--- config.mk ---
export PLATFORM = sky130hd
export DESIGN_NAME = biriscv_issue_ctrl
export DESIGN_NICKNAME = d
export VERILOG_FILES = /design/src/rtl/biriscv_issue_ctrl_pkg.sv /design/src/rtl/biriscv_issue_bypass.sv /design/src/rtl/biriscv_issue_ctrl.sv
export SDC_FILE = /design/constraint.sdc
export NUM_CORES = 1
export LEC_CHECK = 0
export ABC_AREA = 1
export CAP_MARGIN = 20
export CORE_AREA = 2 2 161 163
export CTS_CLUSTER_DIAMETER = 40
export DETAILED_ROUTE_END_ITERATION = 16
export DIE_AREA = 0 0 163 165
export SETUP_SLACK_MARGIN = 0.1
export SLEW_MARGIN = 25
export SYNTH_ARGS = -nofsm -noshare
export SYNTH_HDL_FRONTEND = slang
export SYNTH_HIERARCHICAL = 1
export SYNTH_SLANG_ARGS = --single-unit
--- constraint.sdc ---
create_clock -name clk_i -period 3 [get_ports clk_i]
set_input_delay 0.45 -clock clk_i [delete_from_list [all_inputs] [get_ports clk_i]]
set_output_delay 0.45 -clock clk_i [all_outputs]
set_load 0.01 [all_outputs]
--- src/rtl/biriscv_issue_ctrl_pkg.sv ---
// Shared definitions for the issue slot controller: fault code width,
// the "no fault" code and the RISC-V register field positions.
package biriscv_issue_ctrl_pkg;

    localparam int EXCEPTION_W = 6;
    localparam logic [EXCEPTION_W-1:0] EXC_NONE = '0;

    localparam int RS1_HI = 19;
    localparam int RS1_LO = 15;
    localparam int RS2_HI = 24;
    localparam int RS2_LO = 20;
    localparam int RD_HI  = 11;
    localparam int RD_LO  = 7;

    // Decode class bits held alongside the instruction in the slot
    typedef struct packed {
        logic lsu;
        logic csr;
        logic div;
        logic mul;
        logic branch;
        logic rd_valid;
    } issue_class_t;

endpackage

--- src/rtl/biriscv_issue_bypass.sv ---
// Per-operand hazard detection and forwarding mux.
// Youngest producer wins: E1 ALU result, then E2 result, then WB result,
// then the register file. x0 always reads as zero and never hazards.
module biriscv_issue_bypass #(
    parameter int SUPPORT_LOAD_BYPASS = 1,
    parameter int SUPPORT_MUL_BYPASS  = 1
) (
    input  logic [4:0]  idx_i,
    input  logic [31:0] rf_value_i,
    input  logic [4:0]  rd_e1_i,
    input  logic        alu_e1_i,
    input  logic [31:0] alu_result_e1_i,
    input  logic [4:0]  rd_e2_i,
    input  logic        load_e2_i,
    input  logic        mul_e2_i,
    input  logic [31:0] result_e2_i,
    input  logic [4:0]  rd_wb_i,
    input  logic [31:0] result_wb_i,
    output logic        hazard_o,
    output logic [31:0] value_o
);

    localparam logic LOAD_BYP = (SUPPORT_LOAD_BYPASS != 0);
    localparam logic MUL_BYP  = (SUPPORT_MUL_BYPASS != 0);

    logic src_nz;
    logic hit_e1;
    logic hit_e2;
    logic hit_wb;

    assign src_nz = (idx_i != 5'd0);
    assign hit_e1 = src_nz && (idx_i == rd_e1_i);
    assign hit_e2 = src_nz && (idx_i == rd_e2_i);
    assign hit_wb = src_nz && (idx_i == rd_wb_i);

    // E1 only forwards plain ALU ops; E2 loads/muls stall unless their bypass is built in
    assign hazard_o = (hit_e1 & ~alu_e1_i)
                    | (hit_e2 & load_e2_i & ~LOAD_BYP)
                    | (hit_e2 & mul_e2_i  & ~MUL_BYP);

    // Priority forwarding mux, youngest stage first
    always_comb begin
        value_o = rf_value_i;
        if (!src_nz)
            value_o = 32'd0;
        else if (hit_e1)
            value_o = alu_result_e1_i;
        else if (hit_e2)
            value_o = result_e2_i;
        else if (hit_wb)
            value_o = result_wb_i;
    end

endmodule

--- src/rtl/biriscv_issue_ctrl.sv ---
// One-entry issue slot with operand hazard/bypass handling, CSR drain
// serialisation, interrupt injection and squash/redirect flush.
module biriscv_issue_ctrl
    import biriscv_issue_ctrl_pkg::*;
#(
    parameter int SUPPORT_LOAD_BYPASS = 1,
    parameter int SUPPORT_MUL_BYPASS  = 1,
    parameter int CSR_DRAIN_CYCLES    = 3
) (
    input  logic                   clk_i,
    input  logic                   rst_ni,
    input  logic                   fetch_valid_i,
    output logic                   fetch_accept_o,
    input  logic [31:0]            fetch_pc_i,
    input  logic [31:0]            fetch_instr_i,
    input  logic                   fetch_lsu_i,
    input  logic                   fetch_csr_i,
    input  logic                   fetch_div_i,
    input  logic                   fetch_mul_i,
    input  logic                   fetch_branch_i,
    input  logic                   fetch_rd_valid_i,
    input  logic [EXCEPTION_W-1:0] fetch_exception_i,
    input  logic [31:0]            rf_ra_value_i,
    input  logic [31:0]            rf_rb_value_i,
    input  logic [4:0]             rd_e1_i,
    input  logic [4:0]             rd_e2_i,
    input  logic [4:0]             rd_wb_i,
    input  logic                   alu_e1_i,
    input  logic [31:0]            alu_result_e1_i,
    input  logic                   load_e2_i,
    input  logic                   mul_e2_i,
    input  logic [31:0]            result_e2_i,
    input  logic [31:0]            result_wb_i,
    input  logic                   pipe_stall_i,
    input  logic                   squash_i,
    input  logic                   redirect_i,
    input  logic                   intr_pending_i,
    output logic                   issue_valid_o,
    output logic                   issue_accept_o,
    output logic                   issue_stall_o,
    output logic                   issue_lsu_o,
    output logic                   issue_csr_o,
    output logic                   issue_div_o,
    output logic                   issue_mul_o,
    output logic                   issue_branch_o,
    output logic                   issue_rd_valid_o,
    output logic [4:0]             issue_rd_o,
    output logic [EXCEPTION_W-1:0] issue_exception_o,
    output logic                   take_interrupt_o,
    output logic [31:0]            issue_pc_o,
    output logic [31:0]            issue_opcode_o,
    output logic [31:0]            issue_operand_ra_o,
    output logic [31:0]            issue_operand_rb_o
);

    localparam logic [7:0] CSR_DRAIN = 8'(CSR_DRAIN_CYCLES);

    logic                   slot_valid_q, slot_valid_d;
    logic [31:0]            slot_pc_q,    slot_pc_d;
    logic [31:0]            slot_instr_q, slot_instr_d;
    issue_class_t           slot_class_q, slot_class_d;
    logic [EXCEPTION_W-1:0] slot_exc_q,   slot_exc_d;
    logic [7:0]             csr_cnt_q,    csr_cnt_d;

    issue_class_t fetch_class;
    logic         hazard_ra;
    logic         hazard_rb;
    logic         ignore_hazard;
    logic         csr_busy;
    logic         blocked;
    logic         fire;
    logic         fetch_accept;
    logic         slot_load;

    assign fetch_class = '{lsu:      fetch_lsu_i,
                           csr:      fetch_csr_i,
                           div:      fetch_div_i,
                           mul:      fetch_mul_i,
                           branch:   fetch_branch_i,
                           rd_valid: fetch_rd_valid_i};

    biriscv_issue_bypass #(
        .SUPPORT_LOAD_BYPASS(SUPPORT_LOAD_BYPASS),
        .SUPPORT_MUL_BYPASS (SUPPORT_MUL_BYPASS)
    ) u_bypass_ra (
        .idx_i          (slot_instr_q[RS1_HI:RS1_LO]),
        .rf_value_i     (rf_ra_value_i),
        .rd_e1_i        (rd_e1_i),
        .alu_e1_i       (alu_e1_i),
        .alu_result_e1_i(alu_result_e1_i),
        .rd_e2_i        (rd_e2_i),
        .load_e2_i      (load_e2_i),
        .mul_e2_i       (mul_e2_i),
        .result_e2_i    (result_e2_i),
        .rd_wb_i        (rd_wb_i),
        .result_wb_i    (result_wb_i),
        .hazard_o       (hazard_ra),
        .value_o        (issue_operand_ra_o)
    );

    biriscv_issue_bypass #(
        .SUPPORT_LOAD_BYPASS(SUPPORT_LOAD_BYPASS),
        .SUPPORT_MUL_BYPASS (SUPPORT_MUL_BYPASS)
    ) u_bypass_rb (
        .idx_i          (slot_instr_q[RS2_HI:RS2_LO]),
        .rf_value_i     (rf_rb_value_i),
        .rd_e1_i        (rd_e1_i),
        .alu_e1_i       (alu_e1_i),
        .alu_result_e1_i(alu_result_e1_i),
        .rd_e2_i        (rd_e2_i),
        .load_e2_i      (load_e2_i),
        .mul_e2_i       (mul_e2_i),
        .result_e2_i    (result_e2_i),
        .rd_wb_i        (rd_wb_i),
        .result_wb_i    (result_wb_i),
        .hazard_o       (hazard_rb),
        .value_o        (issue_operand_rb_o)
    );

    // Interrupts and faulting slots never read operands, so hazards don't hold them
    assign ignore_hazard = intr_pending_i | (slot_exc_q != EXC_NONE);
    assign csr_busy      = (csr_cnt_q != 8'd0);
    assign blocked       = ((hazard_ra | hazard_rb) & ~ignore_hazard) | csr_busy;
    assign fire          = slot_valid_q & ~blocked & ~pipe_stall_i & ~squash_i & ~redirect_i;
    assign fetch_accept  = ~redirect_i & ~squash_i & (~slot_valid_q | fire);
    assign slot_load     = fetch_valid_i & fetch_accept;

    // Next slot contents and CSR drain count; flush wins over everything else
    always_comb begin
        slot_valid_d = slot_valid_q;
        slot_pc_d    = slot_pc_q;
        slot_instr_d = slot_instr_q;
        slot_class_d = slot_class_q;
        slot_exc_d   = slot_exc_q;
        csr_cnt_d    = csr_cnt_q;
        if (squash_i || redirect_i) begin
            slot_valid_d = 1'b0;
            csr_cnt_d    = 8'd0;
        end else begin
            if (slot_load) begin
                slot_valid_d = 1'b1;
                slot_pc_d    = fetch_pc_i;
                slot_instr_d = fetch_instr_i;
                slot_class_d = fetch_class;
                slot_exc_d   = fetch_exception_i;
            end else if (fire) begin
                slot_valid_d = 1'b0;
            end
            if (fire && slot_class_q.csr)
                csr_cnt_d = CSR_DRAIN;
            else if (!pipe_stall_i && csr_busy)
                csr_cnt_d = csr_cnt_q - 8'd1;
        end
    end

    // Slot and drain counter registers
    always_ff @(posedge clk_i or negedge rst_ni) begin
        if (!rst_ni) begin
            slot_valid_q <= 1'b0;
            slot_pc_q    <= 32'd0;
            slot_instr_q <= 32'd0;
            slot_class_q <= '0;
            slot_exc_q   <= EXC_NONE;
            csr_cnt_q    <= 8'd0;
        end else begin
            slot_valid_q <= slot_valid_d;
            slot_pc_q    <= slot_pc_d;
            slot_instr_q <= slot_instr_d;
            slot_class_q <= slot_class_d;
            slot_exc_q   <= slot_exc_d;
            csr_cnt_q    <= csr_cnt_d;
        end
    end

    assign fetch_accept_o    = fetch_accept;
    assign issue_valid_o     = slot_valid_q;
    assign issue_accept_o    = slot_valid_q & ~blocked;
    assign issue_stall_o     = pipe_stall_i;
    assign take_interrupt_o  = intr_pending_i & slot_valid_q & ~csr_busy;
    assign issue_lsu_o       = slot_class_q.lsu;
    assign issue_csr_o       = slot_class_q.csr;
    assign issue_div_o       = slot_class_q.div;
    assign issue_mul_o       = slot_class_q.mul;
    assign issue_branch_o    = slot_class_q.branch;
    assign issue_rd_valid_o  = slot_class_q.rd_valid;
    assign issue_rd_o        = slot_instr_q[RD_HI:RD_LO];
    assign issue_exception_o = slot_exc_q;
    assign issue_pc_o        = slot_pc_q;
    assign issue_opcode_o    = slot_instr_q;

endmodule

* Word level (Yosys, flattened, before mapping)
Index checks and enable logic that the tools add are counted.
** Operators by class
- Mux-type cells :: 14
- Reduce and logical (&&, ||, !) cells :: 17
- Bitwise logic cells :: 25
- Add/sub/neg operators :: 1
- Eq/ne operators :: 6
** Operators by type and width (number)
- $mux W32 :: 8
- $eq A5 B5 Y1 :: 6
- $mux W8 :: 3
- $and A1 B1 Y1 :: 12
- $reduce_bool A5 Y1 :: 2
- $not A1 Y1 :: 9
- $logic_and A1 B1 Y1 :: 8
- $reduce_bool A8 Y1 :: 1
- $sub A8 B1 Y8 const B :: 1
- $reduce_bool A3 Y1 :: 2
- $reduce_bool A6 Y1 :: 1
- $or A1 B1 Y1 :: 4
- $mux W1 :: 3
- $reduce_and A2 Y1 :: 1
- $logic_not A1 Y1 :: 1
- $logic_or A1 B1 Y1 :: 1
** Word-level totals
- Output and inout bits :: 150
- Input port bits :: 261
- Logic and storage cells :: 74
- Bits in registers :: 85

* Logic depth before layout (Yosys ltp)
- Word-level depth :: 16
- Depth in mapped cells :: 14
- Depth with buffers taken out :: 13

* Cells and area by module
The synthesis kept the hierarchy.
** Modules (own cells, without submodules)
- biriscv_issue_ctrl :: cells each 434, area each 3776.1 um^2, seq. area each 2127.0 um^2, times used 1
- biriscv_issue_bypass :: cells each 401, area each 1839.3 um^2, seq. area each 0.0 um^2, times used 2

* Worst setup path after synthesis
Ideal clock, no wire load.
- Path kind :: flip-flop to flip-flop
- Start :: register slot_instr_q[20] (netlist: issue_opcode_o[20])
- End :: register slot_instr_q[15] (netlist: issue_opcode_o[15])
- Arrival :: 1863 ps
- Buffers on the path :: 2
- Data required time :: 2882 ps
- Library setup time :: 118 ps
- Path slack :: 1019 ps
- Clock period less this slack :: 1981 ps
- Cell stages (with the launch flop) :: 15
- Cell sequence :: dfrtp_1 > nor2_2 > nand4_4 > nand3_2 > nor3_1 > nor2_1 > nor2_1 > nand2_1 > nand3_1 > nand2_2 > nand3_2 > buf_4 > buf_6 > nand2_1 > nand2_1
** Between the ends
- Word-level cells in the longest chain between the ends :: 15
- Elaborated cells between the ends (all ways) :: 16
- Classes of those cells :: 1 x eq/ne; 12 x bitwise; 3 x reduce/logical
** Ends and longest elaborated chain
- from (decl) :: line biriscv_issue_ctrl.sv:60 : logic [31:0] slot_instr_q, slot_instr_d;
- from (signal assigned) :: line biriscv_issue_ctrl.sv:168 : slot_instr_q <= slot_instr_d;
- $eq A5 B5 Y1 or $reduce_bool A5 Y1 (tied branches) :: line biriscv_issue_bypass.sv:32, biriscv_issue_bypass.sv:31
- $logic_and A1 B1 Y1 (*) :: line biriscv_issue_bypass.sv:32 : assign hit_e1 = src_nz && (idx_i == rd_e1_i);
- $and A1 B1 Y1 (*) :: line biriscv_issue_bypass.sv:37 : assign hazard_o = (hit_e1 & ~alu_e1_i)
- via hazard_rb :: line biriscv_issue_ctrl.sv:67 : logic hazard_rb;
- $or A1 B1 Y1 (*) :: line biriscv_issue_ctrl.sv:123 : assign blocked = ((hazard_ra | hazard_rb) & ~ignore_hazard) | csr_busy;
- $and A1 B1 Y1 (*) :: line biriscv_issue_ctrl.sv:123
- $or A1 B1 Y1 (*) :: line biriscv_issue_ctrl.sv:123
- $not A1 Y1 (*) :: line biriscv_issue_ctrl.sv:124 : assign fire = slot_valid_q & ~blocked & ~pipe_stall_i & ~squash_i & ~redirect_i;
- $and A1 B1 Y1 (*) (4 in series) :: line biriscv_issue_ctrl.sv:124
- $or A1 B1 Y1 (*) :: line biriscv_issue_ctrl.sv:125 : assign fetch_accept = ~redirect_i & ~squash_i & (~slot_valid_q | fire);
- $and A1 B1 Y1 (*) :: line biriscv_issue_ctrl.sv:125
- $and A1 B1 Y1 (*) :: line biriscv_issue_ctrl.sv:126 : assign slot_load = fetch_valid_i & fetch_accept;
- $reduce_and A2 Y1 (no line) (*)
Mark *: on every way through the listed nets, which the timed path passes. The rest lies on a longest branch.
A chain may end at the register's enable or synchronous reset.

* Worst setup path after layout
- Start :: input port rd_e2_i[0]
- End :: output port issue_operand_rb_o[9]
** Between the ends
- Word-level cells in the longest chain between the ends :: 5
** Ends and longest elaborated chain
- from (decl) :: line biriscv_issue_ctrl.sv:26 : input logic [4:0] rd_e2_i,
- $eq A5 B5 Y1 :: line biriscv_issue_bypass.sv:33 : assign hit_e2 = src_nz && (idx_i == rd_e2_i);
- $logic_and A1 B1 Y1 :: line biriscv_issue_bypass.sv:33
- $mux W32 :: line biriscv_issue_bypass.sv:48 : else if (hit_e2)
- $mux W32 :: line biriscv_issue_bypass.sv:46 : else if (hit_e1)
- $mux W32 :: line biriscv_issue_bypass.sv:44 : if (!src_nz)
- to (decl) :: line biriscv_issue_ctrl.sv:53 : output logic [31:0] issue_operand_rb_o
Every way passes these cells.

==> results.py <==
metrics = {
    "floorplanning": {
        "start_util_pct": 29.8,
        "die_area_sq_um": 26900,
        "die_h_um": 165,
        "die_x_um": 163,
        "core-area_sq_um": 25000,
        "pin_count": 411,
        "num_rows": 58,
    },
    "power_and_ir_drop": {
        "seqPwrFrac_pct": 28.0,
        "p_int_w": 0.00337,
        "switching_share_pct": 39.7,
        "peakVddDrop_mv": 0.324,
        "powerDensity_nw_per_um2": 444,
        "power.leakage_nw": 6.72,
        "switching_power_w": 0.00222,
        "combPwrFrac_pct": 52.6,
        "pwr-share-clk_pct": 19.5,
    },
    "timing": {
        "finalWorstSetupSlack_ns": 0.171,
        "period_minus_slack_ns": 2.83,
        "max_freq_ghz": 0.354,
        "relSlewSlack_pct": 52.2,
        "finalSetupViolCount": 0,
        "fin_crit_sh_pct": 94.3,
        "finalHoldViolCount": 0,
        "fin_skew_ns": 0.0152,
        "maxSlewViolCount": 0,
        "rsz0062_at_grt": "no",
        "tightest_slew_ns": 0.717,
    },
    "synth": {
        "ys.flop_type": "dfrtp_1",
        "syn_area_sq_um": 7450,
        "synth_edf_count": 0,
        "yosysTopAreaCell": "dfrtp_1",
        "syn-num-nets": 1499,
        "synth_top_cell_area_share_pct": 28.5,
        "synth_seq_cells": 85,
        "synth-seq-area-share_pct": 28.5,
        "synth_area_leaders": "dfrtp_1 (29%), nand2_1 (20%), inv_1 (11%)",
        "ys_async_sr_fraction_pct": 100,
        "syn_area_per_cell_sq_um": 6.03,
        "synth_most_common_cell": "nand2_1",
        "ys_warn_count": 6,
        "post_synth_inst_count": 1236,
        "yosysUniqueCellTypes": 26,
        "synth_common_cells": "nand2_1 (407), inv_1 (224), nand3_1 (137)",
    },
    "critical_path": {
        "endpoint_kind": "output pin",
        "worstPathArrival_ns": 2.38,
        "worstPathMaxFanout": 12,
        "r2r-end": "issue_pc_o[16]",
        "reg2reg_from": "issue_opcode_o[15]",
        "critPathKind": "in2out",
        "cp-start-kind": "input pin",
        "r2r_slack_ns": 0.57,
        "rr_worst_depth": 14,
        "critical_path_required_ns": 2.55,
    },
    "cts": {
        "cts_tree": "built",
        "cts_sinks": 85,
        "cts_htree_levels": 3,
        "path_clk_slew_ns": 0.07,
        "clk-insertion-delay-late_ns": 0.35,
        "root_buffer": "clkbuf_16",
        "cts_buffer_depth": 2,
        "cts_buffers": 9,
    },
    "detailed_routing": {
        "num_vias": 9405,
        "vias_per_cell": 4.77,
        "post-route-drc-count": 0,
        "drt_iter0_drc": 697,
        "drt_wl_total_um": 33800,
        "wire_per_inst_um": 17.1,
        "ant_nets": 0,
        "drt_pass1_iterations": 5,
    },
    "run_status": {
        "run_status": "finished, final reports clean",
    },
    "global_routing": {
        "grt_max_degree": 80,
        "grt_use_total_pct": 24.2,
        "grt_pass1_vias": 9029,
        "grt_pass1_wl_um": 50700,
        "overflow": 0,
        "antenna_found_initial": 3,
    },
    "layout": {
        "regArea_sq_um": 2140,
        "finish.utilization_pct": 50.2,
        "drive_gt1_share_pct": 8.67,
        "multi_input_area_sq_um": 4030,
        "fin_nets": 1896,
        "n_fill_cell": 2571,
        "area_growth_syn_to_layout_pct": 68.7,
    },
    "placed_design": {
        "dp_hpwl_um": 25100,
        "port_buffers": 408,
        "place_ws_ns": -0.117,
        "gp_congestion": 0.923,
    },
    "flow_run": {
        "maxCapViolCount": 0,
    },
    "worst_hold_path": {
        "hold_path.class": "in2async",
    },
}
-- layout by cell type (no fill, tap or decap), types with 3 or more instances in the layout --
master / instances
clkdlybuf4s15_1: 8
dfrtp_1: 76
xnor2_1: 11
nor2_2: 5
buf_12: 22
buf_4: 40
inv_2: 7
nor2_4: 8
nand2_1: 407
nand2_2: 5
dfrtp_2: 9
clkdlybuf4s50_1: 336
inv_1: 224
nand3_1: 133
nor3_1: 5
clkbuf_16: 9
diode_2: 3
a21oi_1: 129
clkbuf_2: 3
xnor2_2: 5
xor2_1: 7
nand4_1: 76
dlygate4sd2_1: 53
nand3_2: 7
dlymetal6s2s_1: 4
nor2_1: 22
-- how the worst max path moves through the flow --
stage	slack (ns)	startpoint	cells past startpoint	endpoint
floorplan	1.02	issue_opcode_o[20]	14	issue_opcode_o[15]
global placement	-0.11	rd_e2_i[0]	11	issue_operand_ra_o[5]
detailed placement	-0.12	rd_e1_i[1]	9	issue_operand_ra_o[30]
CTS	0.10	rd_e2_i[1]	12	issue_operand_rb_o[0]
global route	0.10	issue_opcode_o[20]	10	issue_operand_rb_o[17]
finish	0.17	rd_e2_i[0]	12	issue_operand_rb_o[9]
-- cell type report --
| cell class | instances | area share (%) |
|---|---|---|
| multi-input cells | 831 | 32.0 |
| well taps | 330 | 3.28 |
| clock buffers | 10 | 1.82 |
| inverters | 233 | 6.99 |
| flip-flops and latches | 85 | 17.0 |
| clock inverters | 6 | 0.428 |
| repair buffers | 473 | 38.4 |
| diodes | 3 | 0.0597 |
-- flip-flops by register name, summed over array words and instances (netlist names) --
name	cells
issue_rd_valid_o	1
issue_csr_o	1
issue_mul_o	1
issue_lsu_o	1
issue_div_o	1
csr_cnt_q	8
issue_valid_o	1
issue_pc_o	32
issue_opcode_o	32
issue_exception_o	6
issue_branch_o	1
-- cells by family after synthesis --
group	Yosys count	synth area share (%)
and+or+nand+nor	674	40.9
buffers and inverters	320	18.7
AOI/OAI and AO/OA	132	8.86
DFF	85	28.5
xor gates and xnor gates	23	2.70
adders and majority gates	2	0.336
-- stage by stage --
stage / cells / instance area (sq um) / power [W] / hold slack [ns] / TNS [ns]
floorplan: 1236 / 7450 / 0.00291 / 0.154 / 0
global placement: 1940 / 12100 / 0.00457 / 0.453 / -2.09
detailed placement: 1940 / 12100 / 0.00458 / 0.458 / -2.48
CTS: 1965 / 12500 / 0.00561 / 0.135 / 0
global route: 1970 / 12600 / 0.00599 / 0.157 / 0
finish: 1971 / 12600 / 0.00559 / 0.108 / 0
-- worst max-delay path, cell delays in order --
cell	delay, ns
clkdlybuf4s50_1	0.52
inv_1	0.05
nand2_1	0.05
nand2_1	0.07
nor2_2	0.14
nand2_2	0.10
nor2_8	0.13
buf_4	0.15
buf_12	0.14
a21oi_1	0.06
a21oi_1	0.22
dlygate4sd2_1	0.30
-- per-layer routing --
| layer | routed length, um | GRT usage [%] | up-vias |
|---|---|---|---|
| met5 | 13 | 0 | - |
| met4 | 1400 | 11.6 | 2 |
| met3 | 3090 | 6.93 | 70 |
| met2 | 16200 | 41.0 | 424 |
| met1 | 13100 | 28.3 | 4263 |
| li1 | - | - | 4646 |
-- what timing repair did --
item                       in CTS  in global routing
hold buffers                    0                  0
hold endpoints to repair        0                  0
pin swaps                       3                  3
cloned                          2                  0
setup buffers                   7                  3
setup endpoints to repair      66                 20
gates resized for setup        97                 20
-- power groups by stage --
stage / registers (W) / logic, W / clock network (W)
final: 0.00156 / 0.00294 / 0.00109
after global routing: 0.00159 / 0.00323 / 0.00116
after global placement: 0.00156 / 0.00300 / 0
after floorplan: 0.00161 / 0.00130 / 0
after CTS: 0.00156 / 0.00294 / 0.00110
after detailed placement: 0.00157 / 0.00301 / 0
No activity file was read; power rests on OpenSTA's default activity.
